[src/rtl/mem_loader_pkg.sv]
// Shared constants for the boot/reload frame loader and the D/I memory splitter.
package mem_loader_pkg;

   localparam logic [7:0] SYNC_BYTE = 8'hA5;
   localparam logic [7:0] TARGET_D  = 8'h00;
   localparam logic [7:0] TARGET_I  = 8'h01;

   localparam logic DIRECT_TO_D = 1'b0;
   localparam logic DIRECT_TO_I = 1'b1;

   localparam logic [2:0] ST_IDLE    = 3'd0;
   localparam logic [2:0] ST_TARGET  = 3'd1;
   localparam logic [2:0] ST_LEN_H   = 3'd2;
   localparam logic [2:0] ST_LEN_L   = 3'd3;
   localparam logic [2:0] ST_PAYLOAD = 3'd4;
   localparam logic [2:0] ST_CHECK   = 3'd5;

   function automatic logic [7:0] csum_next(input logic [7:0] acc, input logic [7:0] b);
      return acc ^ b;
   endfunction

endpackage

[src/rtl/loader_timeout.sv]
// Inter-byte watchdog: counts idle cycles while running, fires once on the LIMIT-th
// idle cycle; a clear in the same cycle suppresses the expiry.
module loader_timeout #(
   parameter int unsigned LIMIT = 100000
) (
   input  logic clk,
   input  logic rst,
   input  logic clear,
   input  logic run,
   output logic expire
);

   localparam int unsigned CW = (LIMIT > 1) ? $clog2(LIMIT) : 1;
   localparam logic [CW-1:0] LAST = CW'(LIMIT - 1);

   logic [CW-1:0] count_r;

   assign expire = run && !clear && (count_r == LAST);

   // idle-cycle counter, restarted by any received byte or by leaving a frame
   always_ff @(posedge clk or posedge rst) begin
      if (rst) begin
         count_r <= {CW{1'b0}};
      end else if (clear || !run || expire) begin
         count_r <= {CW{1'b0}};
      end else begin
         count_r <= count_r + CW'(1);
      end
   end

endmodule

[src/rtl/mem_loader.sv]
// Frame parser feeding the D/I memory splitter: sync, target, 16-bit length,
// payload written from address 0, XOR checksum.
module mem_loader
   import mem_loader_pkg::*;
#(
   parameter int DATA_WIDTH     = 8,
   parameter int ADDR_WIDTH     = 10,
   parameter int TIMEOUT_CYCLES = 100000
) (
   input  logic                  clk,
   input  logic                  rst,
   input  logic [7:0]            rx_data,
   input  logic                  rx_valid,
   output logic [DATA_WIDTH-1:0] out_data,
   output logic                  out_enable,
   output logic                  out_selector,
   output logic [ADDR_WIDTH-1:0] out_addr,
   output logic                  busy,
   output logic                  done,
   output logic                  error
);

   localparam int IW = ADDR_WIDTH + 1;
   localparam logic [16:0] MAX_LEN = 17'(2 ** ADDR_WIDTH);

   logic [2:0]            state_r;
   logic [7:0]            lenh_r;
   logic [7:0]            csum_r;
   logic [IW-1:0]         len_r;
   logic [IW-1:0]         idx_r;
   logic                  sel_r;
   logic                  en_r;
   logic                  done_r;
   logic                  err_r;
   logic [DATA_WIDTH-1:0] data_r;
   logic [ADDR_WIDTH-1:0] addr_r;

   logic [16:0]   len_full_s;
   logic [IW-1:0] idx_next_s;
   logic          expire_s;
   logic          tmo_run_s;

   assign len_full_s = {1'b0, lenh_r, rx_data};
   assign idx_next_s = idx_r + IW'(1);
   assign tmo_run_s  = (state_r != ST_IDLE);

   loader_timeout #(
      .LIMIT (TIMEOUT_CYCLES)
   ) u_timeout (
      .clk    (clk),
      .rst    (rst),
      .clear  (rx_valid),
      .run    (tmo_run_s),
      .expire (expire_s)
   );

   // frame FSM; a byte always wins over a same-cycle timeout
   always_ff @(posedge clk or posedge rst) begin
      if (rst) begin
         state_r <= ST_IDLE;
         lenh_r  <= 8'h00;
         csum_r  <= 8'h00;
         len_r   <= {IW{1'b0}};
         idx_r   <= {IW{1'b0}};
         sel_r   <= DIRECT_TO_D;
         en_r    <= 1'b0;
         done_r  <= 1'b0;
         err_r   <= 1'b0;
         data_r  <= {DATA_WIDTH{1'b0}};
         addr_r  <= {ADDR_WIDTH{1'b0}};
      end else begin
         en_r   <= 1'b0;
         done_r <= 1'b0;
         err_r  <= 1'b0;
         if (rx_valid) begin
            case (state_r)
               ST_IDLE: begin
                  if (rx_data == SYNC_BYTE) begin
                     state_r <= ST_TARGET;
                     csum_r  <= 8'h00;
                  end
               end
               ST_TARGET: begin
                  csum_r <= csum_next(8'h00, rx_data);
                  if (rx_data == TARGET_D) begin
                     sel_r   <= DIRECT_TO_D;
                     state_r <= ST_LEN_H;
                  end else if (rx_data == TARGET_I) begin
                     sel_r   <= DIRECT_TO_I;
                     state_r <= ST_LEN_H;
                  end else begin
                     err_r   <= 1'b1;
                     sel_r   <= DIRECT_TO_D;
                     state_r <= ST_IDLE;
                  end
               end
               ST_LEN_H: begin
                  lenh_r  <= rx_data;
                  csum_r  <= csum_next(csum_r, rx_data);
                  state_r <= ST_LEN_L;
               end
               ST_LEN_L: begin
                  csum_r <= csum_next(csum_r, rx_data);
                  if (len_full_s > MAX_LEN) begin
                     err_r   <= 1'b1;
                     sel_r   <= DIRECT_TO_D;
                     state_r <= ST_IDLE;
                  end else if (len_full_s == 17'd0) begin
                     state_r <= ST_CHECK;
                  end else begin
                     len_r   <= len_full_s[IW-1:0];
                     idx_r   <= {IW{1'b0}};
                     state_r <= ST_PAYLOAD;
                  end
               end
               ST_PAYLOAD: begin
                  en_r   <= 1'b1;
                  data_r <= DATA_WIDTH'(rx_data);
                  addr_r <= idx_r[ADDR_WIDTH-1:0];
                  csum_r <= csum_next(csum_r, rx_data);
                  idx_r  <= idx_next_s;
                  if (idx_next_s == len_r) begin
                     state_r <= ST_CHECK;
                  end
               end
               ST_CHECK: begin
                  if (rx_data == csum_r) begin
                     done_r <= 1'b1;
                  end else begin
                     err_r <= 1'b1;
                  end
                  sel_r   <= DIRECT_TO_D;
                  state_r <= ST_IDLE;
               end
               default: begin
                  sel_r   <= DIRECT_TO_D;
                  state_r <= ST_IDLE;
               end
            endcase
         end else if (expire_s) begin
            err_r   <= 1'b1;
            sel_r   <= DIRECT_TO_D;
            state_r <= ST_IDLE;
         end
      end
   end

   assign out_data     = data_r;
   assign out_enable   = en_r;
   assign out_selector = sel_r;
   assign out_addr     = addr_r;
   assign busy         = (state_r != ST_IDLE);
   assign done         = done_r;
   assign error        = err_r;

endmodule

[config.mk]
export PLATFORM = sky130hd
export DESIGN_NAME = mem_loader
export DESIGN_NICKNAME = d
export VERILOG_FILES = /design/src/rtl/mem_loader_pkg.sv /design/src/rtl/loader_timeout.sv /design/src/rtl/mem_loader.sv
export SDC_FILE = /design/constraint.sdc
export NUM_CORES = 1
export LEC_CHECK = 0
export ABC_AREA = 1
export BUFFER_PORTS_ARGS = -buffer_cell sky130_fd_sc_hd__buf_4
export CAP_MARGIN = 10
export CORE_UTILIZATION = 60
export DETAILED_ROUTE_END_ITERATION = 10
export PLACE_DENSITY_LB_ADDON = 0.1
export SLEW_MARGIN = 20
export SYNTH_ARGS = -nofsm -noshare
export SYNTH_HDL_FRONTEND = slang
export SYNTH_SLANG_ARGS = --single-unit
[constraint.sdc]
create_clock -name clk -period 2.4 [get_ports clk]
set_input_delay 0.12 -clock clk [delete_from_list [all_inputs] [get_ports clk]]
set_output_delay 0.12 -clock clk [all_outputs]
set_load 0.02 [all_outputs]
==> flow_summary.json, run 1 <==
{
  "outcome": "finished clean",
  "grt_pass1_vias": 3481,
  "hold_violations": 0,
  "crit_fanout": 16,
  "layoutNonFillerInstCount": 704,
  "dieArea_um2": 7510,
  "detail_route.wl_per_cell_um": 13.0,
  "total_power_mw": 4.66,
  "dp_cells": 687,
  "htree_num_levels": 3,
  "seq_area_frac_synth_pct": 46.6,
  "drtIter0Drc": 221,
  "nets": 616,
  "rsz0062_at_grt": "no",
  "io_buffers": 33,
  "synth-edff-count": 0,
  "tightestPinTransition_ns": 0.654,
  "num-fill-cells": 596,
  "grt_usage_pct": 27.5,
  "fin_crit_sh_pct": 84.9,
  "tritoncts": "done",
  "cp-start-kind": "flip-flop",
  "hpwlAfterDp_mm": 6.65,
  "min_path_type": "input pin to flip-flop",
  "path_class": "flip-flop to flip-flop",
  "num_vias": 3719,
  "ant_nets": 0,
  "io_pins": 34,
  "avgSynthCellArea_um2": 7.60,
  "synthFlopType": "dfrtp_1",
  "cts_setup_buffers": 0,
  "ir_worst_vdd_v": 0.000561,
  "hold_slack_ns": 0.0426,
  "grt_antenna_before_repair": 0,
  "ff2ff_setup_slack_ns": 0.36,
  "drive_above_1_share_pct": 13.7,
  "fin_tns_setup_ns": 0,
  "first_pass_iters": 5,
  "cts_sinks": 80,
  "routed_wl_mm": 9.12,
  "viasPerCell": 5.28,
  "ys_seq_elements": 80,
  "path_clk_slew_ns": 0.09,
  "clk_path_buf_depth": 2,
  "finalSetupViolations": 0,
  "grt_max_degree": 46,
  "synth_cell_type_count": 37,
  "p_leak_nw": 2.37,
  "slew_viol_final": 0,
  "grt_pass1_wl_mm": 15.9,
  "clock_latency_ns": 0.36,
  "area_growth_pct": 13.1,
  "slew-limit-headroom_pct": 56.4,
  "period_minus_slack_ns": 2.04,
  "diodes": 0,
  "syn_area_um2": 4300,
  "rows": 30,
  "cts_resized": 0,
  "netlist_instances": 566,
  "async_flop_share_pct": 100,
  "syn_nets": 579,
  "cts-root-buf": "clkbuf_8",
  "die_w_um": 86.6,
  "finalWeightedCongestion": 0.922,
  "powerDensity_nw_per_um2": 960,
  "cap_violations": 0,
  "die_h_um": 86.6,
  "required_ns": 2.66,
  "worst_setup_path_end_kind": "flip-flop",
  "post-route-drc-count": 0,
  "fin_skew_ns": 0.0113,
  "numCtsBuffers": 9,
  "start_util_pct": 62.6,
  "grt_overflow": 0,
  "core_um2": 6870,
  "arrival_ns": 2.29,
  "ys_warn_count": 0,
  "max_freq_ghz": 0.491
}
[final cells by class]
type / count / area (um2) / share of cell area (%)
sequential: 80 / 2000 / 41.2
multi-input combinational: 402 / 1960 / 40.3
timing repair buffer: 38 / 300 / 6.18
inverter: 72 / 272 / 5.59
clock buffer: 9 / 124 / 2.55
tap: 96 / 120 / 2.47
clock inverter: 7 / 86.3 / 1.78
[cells in the final DEF, fill, tap and decap left out, drive strengths merged]
cell type    instances
nand2              178
dfrtp               80
inv                 75
nor2                58
o21ai               49
nand3               45
buf                 37
a21oi               19
nor3                10
clkbuf               9
nand4                7
xor2                 7
nor4                 6
o221ai               4
o21a                 4
nand3b               3
a31oi                2
xnor2                2
ha                   2
a211oi               2
clkinv               2
or3                  1
o21bai               1
or2                  1
nor3b                1
clkinvlp             1
bufinv               1
dlygate4sd3          1
[layer usage]
layer  vias up  share of wire, %  track usage [%]
met5         -                 0                0
met2        67                48             44.8
met3        17               3.7             6.38
met4         0               2.0             10.5
met1      1738                46             35.8
li1       1897                 -                -
[what timing repair did]
item / CTS / global route
setup endpoints to repair: 0 / 0
hold buffers: 1 / 0
endpoints found under the hold margin: 35 / 0
[worst max-delay path, stage by stage, from the launching register on]
cell,delay [ns]
dfrtp_1,0.53
inv_1,0.25
o21ai_0,0.20
a21oi_2,0.52
o221ai_1,0.27
o21a_1,0.17
[power breakdown]
group          switching (mW)  internal, mW
Combinational            1.00         0.630
Sequential              0.298          1.69
Clock                   0.545         0.504
[sequential cells by signal, summed over array words and instances, names as in the netlist]
| register | cells |
|---|---|
| csum_r | 8 |
| done | 1 |
| error | 1 |
| idx_r | 11 |
| len_r | 11 |
| lenh_r | 8 |
| out_addr | 10 |
| out_data | 8 |
| out_enable | 1 |
| out_selector | 1 |
| state_r | 3 |
| u_timeout.count_r | 17 |
[worst paths after layout]
kind                                           start                    to  cells past startpoint
worst min-delay path                        rx_valid                 error                      3
min in group asynchronous                        rst           out_addr[1]                      3
worst max-delay path                      state_r[2]             csum_r[2]                      5
worst min register to register  u_timeout.count_r[0]  u_timeout.count_r[0]                      1
max in group asynchronous                        rst             csum_r[4]                      4
worst max register to register            state_r[2]             csum_r[2]                      5
[synth_stat cells (2+ instances only)]
master | number | share of area, %
o21ai_2 | 3 | 0.61
a31oi_1 | 2 | 0.29
buf_2 | 2 | 0.23
nor2_1 | 51 | 4.5
nor3_1 | 7 | 0.81
nand4_1 | 7 | 1.0
nand3_1 | 43 | 5.0
nor3_2 | 3 | 0.70
inv_2 | 5 | 0.44
xor2_1 | 7 | 1.4
o21ai_1 | 13 | 1.5
ha_1 | 2 | 0.58
o21a_1 | 4 | 0.70
nor2_2 | 3 | 0.44
nand3b_1 | 3 | 0.52
a21oi_2 | 2 | 0.41
nor2_4 | 4 | 1.0
dfrtp_1 | 80 | 47
buf_4 | 4 | 0.70
inv_1 | 67 | 5.8
nor4_4 | 2 | 0.99
clkbuf_1 | 5 | 0.44
nand2_1 | 177 | 15
a21oi_1 | 17 | 2.0
xnor2_1 | 2 | 0.41
o221ai_1 | 4 | 0.81
nand3_2 | 2 | 0.47
nor4_1 | 4 | 0.58
o21ai_0 | 33 | 3.8
[through the flow]
stage / setup slack (ns) / utilization (%) / cell area [um2]
after floorplan: 0.228 / - / 4300
after CTS: 0.390 / 70.8 / 4860
final: 0.363 / 70.8 / 4860
after global routing: 0.202 / 70.8 / 4860
after detailed placement: 0.501 / 67.6 / 4640
after global placement: 0.498 / 67.6 / 4640
[logic make-up after synthesis]
group	Yosys count	share of synthesized area, %
AOI/OAI and AO/OA	81	10.9
xor gates and xnor gates	9	1.83
adders and majority gates	2	0.582
buffers and inverters	84	7.92
DFF	80	46.6
and+or+nand+nor	310	32.2
Note: power is estimated with default switching activity, not from simulation.
==> run 2: changes to the inputs <==
CORE_UTILIZATION = 54   (was 60)
clock period = 1.8 ns   (was 2.4 ns; I/O delays follow)
==> flow_summary.json, run 2 (synthesis results as in run 1) <==
{
  "rsz0062_at_grt": "yes",
  "ant_nets": 0,
  "num-fill-cells": 648,
  "grt_max_degree": 42,
  "nets": 650,
  "detail_route.wl_per_cell_um": 14.1,
  "path_class": "flip-flop to flip-flop",
  "finalSetupViolations": 3,
  "num_vias": 3996,
  "io_buffers": 33,
  "grt_pass1_vias": 3761,
  "switching_share_pct": 38.1,
  "violations": "negative setup slack",
  "tightestPinTransition_ns": 0.516,
  "layoutNonFillerInstCount": 744,
  "period_minus_slack_ns": 1.84,
  "rows": 32,
  "cts_sinks": 80,
  "max_freq_ghz": 0.542,
  "grt_antenna_before_repair": 0,
  "required_ns": 2.06,
  "grt_pass1_wl_mm": 17.3,
  "largest_reg_flops": 17,
  "area_growth_pct": 24.2,
  "p_int_mw": 4.27,
  "numCtsBuffers": 9,
  "fin_skew_ns": 0.0119,
  "die_w_um": 91.2,
  "hpwlAfterDp_mm": 7.28,
  "fin_tns_setup_ns": -0.0866,
  "viasPerCell": 5.37,
  "drtIter0Drc": 203,
  "cts-root-buf": "clkbuf_8",
  "seqPwrFrac_pct": 38.3,
  "core_um2": 7730,
  "first_pass_iters": 5,
  "min_path_type": "input pin to flip-flop",
  "switchingPower_mw": 2.63,
  "slew_viol_final": 0,
  "routed_wl_mm": 10.5,
  "hold_violations": 0,
  "ir_worst_vdd_v": 0.000648,
  "crit_fanout": 5,
  "dp_cells": 710,
  "die_h_um": 91.2,
  "final.setup.worst_slack_ns": -0.0444,
  "reg_top3": "u_timeout.count_r x17, idx_r x11, len_r x11",
  "diodes": 0,
  "io_pins": 34,
  "dieArea_um2": 8320,
  "worst_setup_path_end_kind": "flip-flop",
  "start_util_pct": 55.6,
  "post-route-drc-count": 0,
  "fin_crit_sh_pct": 102,
  "htree_num_levels": 3,
  "powerDensity_nw_per_um2": 1290,
  "hold_slack_ns": 0.0417,
  "clk_path_buf_depth": 2,
  "max_stage_delay_ns": 0.46,
  "cp-start-kind": "flip-flop",
  "slew-limit-headroom_pct": 65.5,
  "p_clk_share_pct": 24.1,
  "post-route-util_pct": 69.1,
  "comb_power_share_pct": 37.6,
  "path_cells": "ha_4 -> nand2_4 -> nor2_4 -> buf_4 -> nand2_2 -> nand3_2 -> nand2_2 -> nand4_1 -> nor2_1 -> nand3_2 -> nand3_2 -> nand2_2",
  "cp_slowest_cell": "dfrtp_2",
  "path_clk_slew_ns": 0.09,
  "clock_latency_ns": 0.35,
  "layout_common_cells": "nand2_1, dfrtp_1, buf_4",
  "grt_overflow": 0,
  "arrival_ns": 2.10,
  "finalWeightedCongestion": 0.911,
  "outcome": "finished, violations left",
  "tritoncts": "done",
  "p_leak_nw": 2.61,
  "final_common_cell": "nand2_1",
  "grt_usage_pct": 26.3,
  "cap_violations": 0,
  "largest-register": "u_timeout.count_r",
  "drive_above_1_share_pct": 23.8
}
## run 2: changes by cell type in the layout (fill, tap and decap cells not counted), moves of 3 or more
cell,before,now
nand3_2,2,10
nand3_1,43,35
nor2_1,51,42
nand2_1,177,165
buf_4,36,68
nand2_2,1,11
inv_1,66,63
nor2_2,3,10
## run 2: power groups by stage
| stage | clock network (mW) | logic (mW) | registers [mW] |
|---|---|---|---|
| after floorplan | 0 | 1.53 | 2.68 |
| after global placement | 0 | 2.28 | 2.62 |
| after detailed placement | 0 | 2.34 | 2.65 |
| after CTS | 1.69 | 2.36 | 2.61 |
| after global routing | 1.77 | 2.89 | 2.70 |
| final | 1.67 | 2.59 | 2.64 |
## run 2: layout make-up
cell class | count | area, um2 | share of cell area [%]
timing repair buffer | 72 | 581 | 10.9
multi-input combinational | 402 | 2100 | 39.3
clock buffer | 9 | 124 | 2.32
inverter | 72 | 277 | 5.18
clock inverter | 7 | 126 | 2.37
sequential | 80 | 2000 | 37.6
tap | 102 | 128 | 2.39
## run 2: timing repair
| item | in CTS | in global routing |
|---|---|---|
| buffers inserted | 0 | 17 |
| hold buffers | 1 | 0 |
| endpoints found under the setup margin | 0 | 12 |
| resized for setup | 0 | 44 |
| endpoints found under the hold margin | 19 | 0 |
## run 2: worst max-delay path, delay by kind of cell (launching register included)
family / cells / cell delay (ns)
adders and majority gates: 1 / 0.19
buffers and inverters: 1 / 0.14
and+or+nand+nor: 10 / 0.95
DFF: 1 / 0.46
## run 2: per-stage QoR
stage | area (um2) | power [mW] | setup WS, ns
global route | 5340 | 7.37 | -0.140
global placement | 4800 | 4.90 | 0.0914
finish | 5340 | 6.90 | -0.0444
CTS | 5060 | 6.66 | 0.0169
floorplan | 4300 | 4.21 | 0.213
detailed placement | 4800 | 4.99 | 0.0692
## run 2: routing by layer
layer | global-route usage, % | vias to the layer above | share of wire (%)
met5 | 0 | - | 0
met4 | 8.73 | 0 | 1.9
met3 | 5.19 | 24 | 4.3
met2 | 43.3 | 123 | 49
met1 | 34.8 | 1888 | 44
li1 | - | 1961 | -
## run 2: worst paths after layout
path,from,endpoint,slack [ns],cells past startpoint
worst max-delay path,idx_r[1],state_r[2],-0.04,12
worst min-delay path,rx_data[3],csum_r[3],0.04,3
worst max register to register,idx_r[1],state_r[2],-0.04,12
worst min register to register,u_timeout.count_r[0],u_timeout.count_r[0],0.48,1
max in group asynchronous,rst,idx_r[9],0.90,4
min in group asynchronous,rst,out_addr[2],0.33,3
